$ cat config.mk
export PLATFORM = sky130hd
export DESIGN_NAME = gate_truth_table_scanner
export DESIGN_NICKNAME = d
export VERILOG_FILES = /design/src/rtl/gate_truth_table_scanner_pkg.sv /design/src/rtl/gate_truth_table_scanner_settle_timer.sv /design/src/rtl/gate_truth_table_scanner.sv
export SDC_FILE = /design/constraint.sdc
export NUM_CORES = 1
export LEC_CHECK = 0
export BUFFER_PORTS_ARGS = -buffer_cell sky130_fd_sc_hd__buf_2
export CAP_MARGIN = 10
export CORE_MARGIN = 10
export CORE_UTILIZATION = 56
export CTS_CLUSTER_DIAMETER = 60
export CTS_CLUSTER_SIZE = 16
export DETAILED_ROUTE_END_ITERATION = 8
export GPL_ROUTABILITY_DRIVEN = 0
export GPL_TIMING_DRIVEN = 0
export PLACE_DENSITY_LB_ADDON = 0.1
export SLEW_MARGIN = 10
export SYNTH_ARGS = -nofsm -noshare
export SYNTH_HDL_FRONTEND = slang
export SYNTH_SLANG_ARGS = --single-unit
export TNS_END_PERCENT = 20
$ cat constraint.sdc
create_clock -name clk -period 3.9 [get_ports clk]
set_input_delay 0.195 -clock clk [delete_from_list [all_inputs] [get_ports clk]]
set_output_delay 0.195 -clock clk [all_outputs]
set_load 0.03 [all_outputs]
$ cat src/rtl/gate_truth_table_scanner_pkg.sv
// gate_scan_pkg: shared types and helpers for the gate truth-table scanner.
//   state_e    - scanner FSM state encoding (IDLE=0, SETTLE=1, SAMPLE=2, DONE=3)
//   popcount16 - number of set bits in a 16-bit vector (tables are at most 16 wide)
package gate_scan_pkg;

  typedef enum logic [1:0] {
    ST_IDLE   = 2'd0,
    ST_SETTLE = 2'd1,
    ST_SAMPLE = 2'd2,
    ST_DONE   = 2'd3
  } state_e;

  function automatic logic [4:0] popcount16(input logic [15:0] v);
    logic [4:0] c;
    c = '0;
    for (int i = 0; i < 16; i++) c = c + {4'b0, v[i]};
    return c;
  endfunction

endpackage

$ cat src/rtl/gate_truth_table_scanner_settle_timer.sv
// settle_timer: loadable down-counter with a zero flag.
//   clk, rst : clock, async active-high reset (count clears to 0)
//   load     : load cnt_in (takes priority over dec)
//   dec      : decrement by one
//   cnt_in   : load value
//   zero     : count is zero
module settle_timer #(
  parameter int W = 2
) (
  input  logic         clk,
  input  logic         rst,
  input  logic         load,
  input  logic         dec,
  input  logic [W-1:0] cnt_in,
  output logic         zero
);

  logic [W-1:0] cnt_q, cnt_d;

  always_comb begin
    cnt_d = cnt_q;
    if (load)     cnt_d = cnt_in;
    else if (dec) cnt_d = cnt_q - 1'b1;
  end

  always_ff @(posedge clk or posedge rst) begin
    if (rst) cnt_q <= '0;
    else     cnt_q <= cnt_d;
  end

  assign zero = (cnt_q == '0);

endmodule

$ cat src/rtl/gate_truth_table_scanner.sv
// gate_truth_table_scanner: walks every input vector of a single-output gate,
// holds each for SETTLE cycles, samples the gate output, and compares the
// assembled truth table against EXPECT.
//   clk, rst  : clock, async active-high reset
//   start     : scan request, honoured only in IDLE
//   stim      : vector driven to the gate under test
//   resp      : gate output
//   busy      : scan in progress (accept through the cycle before done)
//   done      : one-cycle completion pulse
//   table_out : measured table, bit i = resp for stim==i
//   pass      : table_out == EXPECT, valid from done until the next accept
//   mis_cnt   : number of table bits differing from EXPECT
module gate_truth_table_scanner
  import gate_scan_pkg::*;
#(
  parameter int                  N_IN   = 2,
  parameter int                  SETTLE = 1,
  parameter logic [(1<<N_IN)-1:0] EXPECT = 4'b1000
) (
  input  logic                   clk,
  input  logic                   rst,
  input  logic                   start,
  output logic [N_IN-1:0]        stim,
  input  logic                   resp,
  output logic                   busy,
  output logic                   done,
  output logic [(1<<N_IN)-1:0]   table_out,
  output logic                   pass,
  output logic [N_IN:0]          mis_cnt
);

  localparam int V  = 1 << N_IN;
  localparam int CW = N_IN + 1;
  // Timer is loaded with SETTLE-1 so SETTLE cycles elapse before zero is seen.
  localparam int TW = (SETTLE > 1) ? $clog2(SETTLE) : 1;
  localparam logic [N_IN-1:0] LAST   = N_IN'(V - 1);
  localparam logic [TW-1:0]   T_LOAD = TW'(SETTLE - 1);

  state_e          state_q, state_d;
  logic [N_IN-1:0] stim_q, stim_d;   // doubles as the vector index
  logic [V-1:0]    table_q, table_d;
  logic            busy_q, busy_d;
  logic            done_q, done_d;
  logic            pass_q, pass_d;
  logic [CW-1:0]   mis_q, mis_d;
  logic            tmr_load, tmr_dec, tmr_zero;
  logic [15:0]     diff;

  settle_timer #(.W(TW)) u_settle_timer (
    .clk    (clk),
    .rst    (rst),
    .load   (tmr_load),
    .dec    (tmr_dec),
    .cnt_in (T_LOAD),
    .zero   (tmr_zero)
  );

  always_comb begin
    state_d  = state_q;
    stim_d   = stim_q;
    table_d  = table_q;
    busy_d   = busy_q;
    done_d   = 1'b0;
    pass_d   = pass_q;
    mis_d    = mis_q;
    tmr_load = 1'b0;
    tmr_dec  = 1'b0;
    diff     = '0;
    diff[V-1:0] = table_q ^ EXPECT;

    case (state_q)
      ST_IDLE: begin
        if (start) begin
          state_d  = ST_SETTLE;
          stim_d   = '0;
          table_d  = '0;
          pass_d   = 1'b0;
          mis_d    = '0;
          busy_d   = 1'b1;
          tmr_load = 1'b1;
        end
      end
      ST_SETTLE: begin
        if (tmr_zero) state_d = ST_SAMPLE;
        else          tmr_dec = 1'b1;
      end
      ST_SAMPLE: begin
        table_d[stim_q] = resp;
        if (stim_q == LAST) begin
          state_d = ST_DONE;
        end else begin
          // stim only moves here, on the way back into SETTLE
          stim_d   = stim_q + 1'b1;
          state_d  = ST_SETTLE;
          tmr_load = 1'b1;
        end
      end
      ST_DONE: begin
        // table_q is final here; results land together with the done pulse
        done_d  = 1'b1;
        busy_d  = 1'b0;
        pass_d  = (table_q == EXPECT);
        mis_d   = CW'(popcount16(diff));
        state_d = ST_IDLE;
      end
      default: state_d = ST_IDLE;
    endcase
  end

  always_ff @(posedge clk or posedge rst) begin
    if (rst) begin
      state_q <= ST_IDLE;
      stim_q  <= '0;
      table_q <= '0;
      busy_q  <= 1'b0;
      done_q  <= 1'b0;
      pass_q  <= 1'b0;
      mis_q   <= '0;
    end else begin
      state_q <= state_d;
      stim_q  <= stim_d;
      table_q <= table_d;
      busy_q  <= busy_d;
      done_q  <= done_d;
      pass_q  <= pass_d;
      mis_q   <= mis_d;
    end
  end

  assign stim      = stim_q;
  assign busy      = busy_q;
  assign done      = done_q;
  assign table_out = table_q;
  assign pass      = pass_q;
  assign mis_cnt   = mis_q;

endmodule
Word level (Yosys, flattened, before mapping):

Cells that the tools add are included.

* register bits after elaboration: 15
* input port bits: 4
* output and inout bits: 12
* logic and storage cells: 59

* $add $sub $neg: 5
* $lt $le $gt $ge: 2
* equality and inequality tests: 8
* multiplexer cells: 26
* bitwise logic cells: 1
* reductions and logical operators: 9

Operators by type and width (number)
* 1-bit 2-to-1 mux: 10
* 2-bit 2-to-1 mux: 5
* 2-bit case mux with 4 select lines: 1
* 4-bit case mux with 2 select lines: 1
* 2-bit == test, second input constant: 3
* 2-bit inequality test, second input constant: 3
* 1-bit case mux with 2 select lines: 3
* 3-bit case mux with 2 select lines: 1
* 2-bit AND reduction: 3
* 2-bit nonzero test: 3
* 4-bit bitwise mux: 1
* 4-bit == test, second input constant: 1
* 4-bit 2-to-1 mux: 1
* 2-bit case mux with 2 select lines: 1
* 2-bit by 1-bit adder with 3-bit output: 1
* 3-bit by 1-bit adder with 3-bit output: 1
* 2-bit by 3-bit < comparator with 1-bit output, second input constant: 1
* 3-bit 2-to-1 mux: 1
* 3-bit AND reduction: 1
* 1-bit by 1-bit adder with 2-bit output: 1
* 2-bit by 1-bit adder with 2-bit output, second input constant: 1
* 1-bit demux with 2-bit select: 1
* 2-bit by 1-bit == test with 1-bit output, second input constant: 1
* 2-bit by 1-bit >= comparator with 1-bit output, second input constant: 1
* other kinds (4): 4

Longest topological paths before layout:

* depth in word-level cells: 6
* gate-level depth with buffers: 6
* gate-level depth less buffers: 6

Modules after synthesis:

A second synthesis with hierarchy kept.

* cells, all modules: 80
* area, all modules: 828.3 um^2

By module, submodules not included
* gate_truth_table_scanner: instances 1, cells each 74, area each 778.2 um^2, sequential area each 350.3 um^2
* settle_timer: instances 1, cells each 6, area each 50.0 um^2, sequential area each 25.0 um^2

Least setup slack after synthesis:

Ideal clock, no wire load.

* kind: flip-flop to flip-flop
* start: reg table_q[3], in the netlist table_out[3]
* end: reg mis_q[1], in the netlist mis_cnt[1]
* library setup time: 0.121 ns
* data arrival time: 1.648 ns
* required time: 3.779 ns
* slack: 2.131 ns
* cell stages (with the launch flop): 7
* path buffers: 0
* period minus slack after synthesis: 1.769 ns
* path through: dfrtp_1 inv_1 fa_1 ha_1 ha_1 o22ai_1 nor2_1

* word-level cells in the longest chain between the ends: 3

Ends and longest elaborated chain
* start: declaration: line gate_truth_table_scanner.sv:41 `logic [V-1:0] table_q, table_d;`
* start signal: assignment: line gate_truth_table_scanner.sv:122 `table_q <= table_d;`
* 1-bit NOT (no line)
* 3-bit by 1-bit adder with 3-bit output: line gate_truth_table_scanner_pkg.sv:16 `for (int i = 0; i < 16; i++) c = c + {4'b0, v[i]};`
* 3-bit case mux with 2 select lines: line gate_truth_table_scanner.sv:71 `case (state_q)`
* end signal: assignment: line gate_truth_table_scanner.sv:126 `mis_q <= mis_d;`
* end: declaration: line gate_truth_table_scanner.sv:45 `logic [CW-1:0] mis_q, mis_d;`

No other way between the ends.
A chain may end at the register's enable or synchronous reset.

Worst setup path after layout:

* start: reg table_q[0], in the netlist table_out[0]
* end: reg mis_q[1], in the netlist mis_cnt[1]

* word-level cells in the longest chain between the ends: 4

Ends and longest elaborated chain (line)
* 1-bit by 1-bit adder with 2-bit output: gate_truth_table_scanner_pkg.sv:16
* 2-bit by 1-bit adder with 3-bit output: gate_truth_table_scanner_pkg.sv:16
* 3-bit by 1-bit adder with 3-bit output: gate_truth_table_scanner_pkg.sv:16
* 3-bit case mux with 2 select lines: gate_truth_table_scanner.sv:71

No other way between the ends.

==> reports/metrics.cfg <==
[clock_network]
cts_buffers = 3
cts_resized = 0
clock_path_buffers = 2
cts_tree = yes
root_buffer = clkbuf_4
clk_pin_slew_ps = 90
htree_levels = 1
clock_latency_ps = 270
cts_sinks = 15

[route]
postRouteAntennaNets = 0
viasPerCell = 5.37
drt_wl_total_um = 1640
first_pass_iters = 4
first_iter_violations = 4
num_vias = 618
drc = 0
routedWlPerCell_um = 14.2

[worst_setup_path]
crit_top_cell = ha_1
path_max_fanout = 5
cp_slowest_cell = fa_1
crit_path_cell_trace = fa_1 -> ha_1 -> ha_1 -> o22ai_1 -> nor2_1
startpoint_type = flop
critPathMaxStageDelay_ps = 500
cp-end-kind = flop
worstPathBufferInverterCount = 0
cp.arrival_ps = 1860
cp_top_family = adder cells
crit_required_ps = 4070
critPathKind = flop to flop

[die]
die_w_um = 58.3
die_h_um = 58.3
core_sq_mm = 0.00135
die_area_sq_mm = 0.00340
start_util_pct = 60.9
rows = 13
io_pins = 16

[sta]
slew_headroom_pct = 61.8
hold_slack_ps = 265
fmax_mhz = 591
rsz0062_at_grt = no
fin_crit_sh_pct = 43.4
finClkSkew_ps = 3.11
report.final.hold_viol_count = 0
tns_ps = 0
worst_pin_slew_ps = 573
drv_slew = 0
setup_viol = 0
period_needed_ps = 1690

[yosys]
synth_area_sq_um = 822
synthArstFlopShare_pct = 100
synthFlopType = dfrtp_1
netlist_instances = 80
synth.net_count = 92
synth_cell_types = 24
synth_edf_count = 0
yosys_register_bits = 15
syn_avg_cell_area_sq_um = 10.3
synth.yosys.warnings = 0
ys_seq_area_share_pct = 45.7

[placement]
placedCellCount = 110
dpl.hpwl_um = 1200
numPortBuffers = 15

[pwr]
irDropWorstVdd_mv = 0.451
total_power_w = 0.000806
p_per_area_mw_per_mm2 = 846
leakage_nw = 0.490

[final_layout]
nNetsFinal = 113
layout-drive-gt1-share_pct = 26.0
area_growth_pct = 15.8
antennaDiodeCount = 0
post-route-util_pct = 70.5
fillers = 104
final_cell_mix = dfrtp_1, buf_2, inv_1
fin_cells = 115

[worst_hold_path]
min_path_type = primary input to flop

[flow_run]
cap_violations = 0

[global_route]
grt_pass1_vias = 652
overflow = 0
grt_max_degree = 16
antenna_found_initial = 0
grt_first_pass_wirelength_um = 2850
grt_util_all_layers_pct = 10.3

[run_status]
status = finished clean

cells in the mapped netlist (2+ instances only):
| cell type | instances | area, sq um |
|---|---|---|
| nand2b_1 | 2 | 12.5 |
| ha_1 | 7 | 87.6 |
| inv_1 | 9 | 33.8 |
| dfrtp_1 | 15 | 375 |
| nor3_1 | 2 | 10.0 |
| mux2_2 | 3 | 33.8 |
| a22o_1 | 4 | 35.0 |
| buf_4 | 2 | 15.0 |
| o21ai_0 | 3 | 15.0 |
| nor2_1 | 5 | 18.8 |
| o22ai_1 | 3 | 18.8 |
| nand2_1 | 8 | 30.0 |
| a21oi_1 | 6 | 30.0 |
final timing paths:
| kind | startpoint | endpoint | slack (ps) | cells past startpoint |
|---|---|---|---|---|
| hold / removal | start | state_q[0]$_DFFE_PP0P_ | 260 | 3 |
| setup reg to reg | table_out[0]$_DFFE_PP0P_ | mis_cnt[1]$_DFFE_PP0P_ | 2210 | 5 |
| hold reg to reg | mis_cnt[0]$_DFFE_PP0P_ | mis_cnt[0]$_DFFE_PP0P_ | 540 | 2 |
| max in group asynchronous | rst | mis_cnt[2]$_DFFE_PP0P_ | 3010 | 3 |
| setup / recovery | table_out[0]$_DFFE_PP0P_ | mis_cnt[1]$_DFFE_PP0P_ | 2210 | 5 |
| min in group asynchronous | rst | stim[0]$_DFFE_PP0P_ | 510 | 3 |
power breakdown:
part           leakage (nW)  internal [W]  switching, W
Sequential            0.195      0.000213     0.0000578
Combinational         0.281      0.000179      0.000269
Clock                0.0150     0.0000396     0.0000470
Total                 0.490      0.000432      0.000374
metrics by stage:
stage	worst slack, ps	area (sq um)
floorplan	2130	822
global placement	2230	916
detailed placement	2230	916
CTS	2210	952
global route	2150	952
finish	2210	952
worst reg2reg max path, stage by stage (launching register included):
cell and delay (ps):
dfrtp_1 450, fa_1 500, ha_1 200, ha_1 260, o22ai_1 110, nor2_1 60
sequential cells by signal (all words and copies together) (netlist names):
register              flops
table_out                 4
mis_cnt                   3
state_q                   2
stim                      2
busy                      1
done                      1
pass                      1
u_settle_timer.cnt_q      1
cell families after synthesis:
kind of cell / after synthesis / synth area share [%]
AOI/OAI and AO/OA: 21 / 18.0
and+or+nand+nor: 21 / 11.9
DFF: 15 / 45.7
buffers and inverters: 12 / 7.31
adders and majority gates: 8 / 13.1
muxes: 3 / 4.11
area by class of cell:
cell class | count | area [sq um] | area share, %
Buffer | 3 | 26.3 | 2.76
Clock buffer | 4 | 26.3 | 2.76
Inverter | 9 | 33.8 | 3.55
Multi-Input combinational cell | 53 | 387 | 40.6
Sequential cell | 15 | 375 | 39.4
Tap cell | 15 | 18.8 | 1.97
Timing Repair Buffer | 16 | 85.1 | 8.94
layer usage:
layer  track usage [%]  routed length, um  up-vias
met5                 0                  0        -
met4              3.02                  0        0
met3              3.86                 92        0
met2              16.5                802       11
met1              12.5                740      298
li1                  -                  -      309
repair_timing:
action	in CTS	in global routing
setup buffers	0	0
hold buffers	1	0
endpoints found under the hold margin	15	0
setup endpoints to repair	0	0
Power figures use the tool's default switching activity.
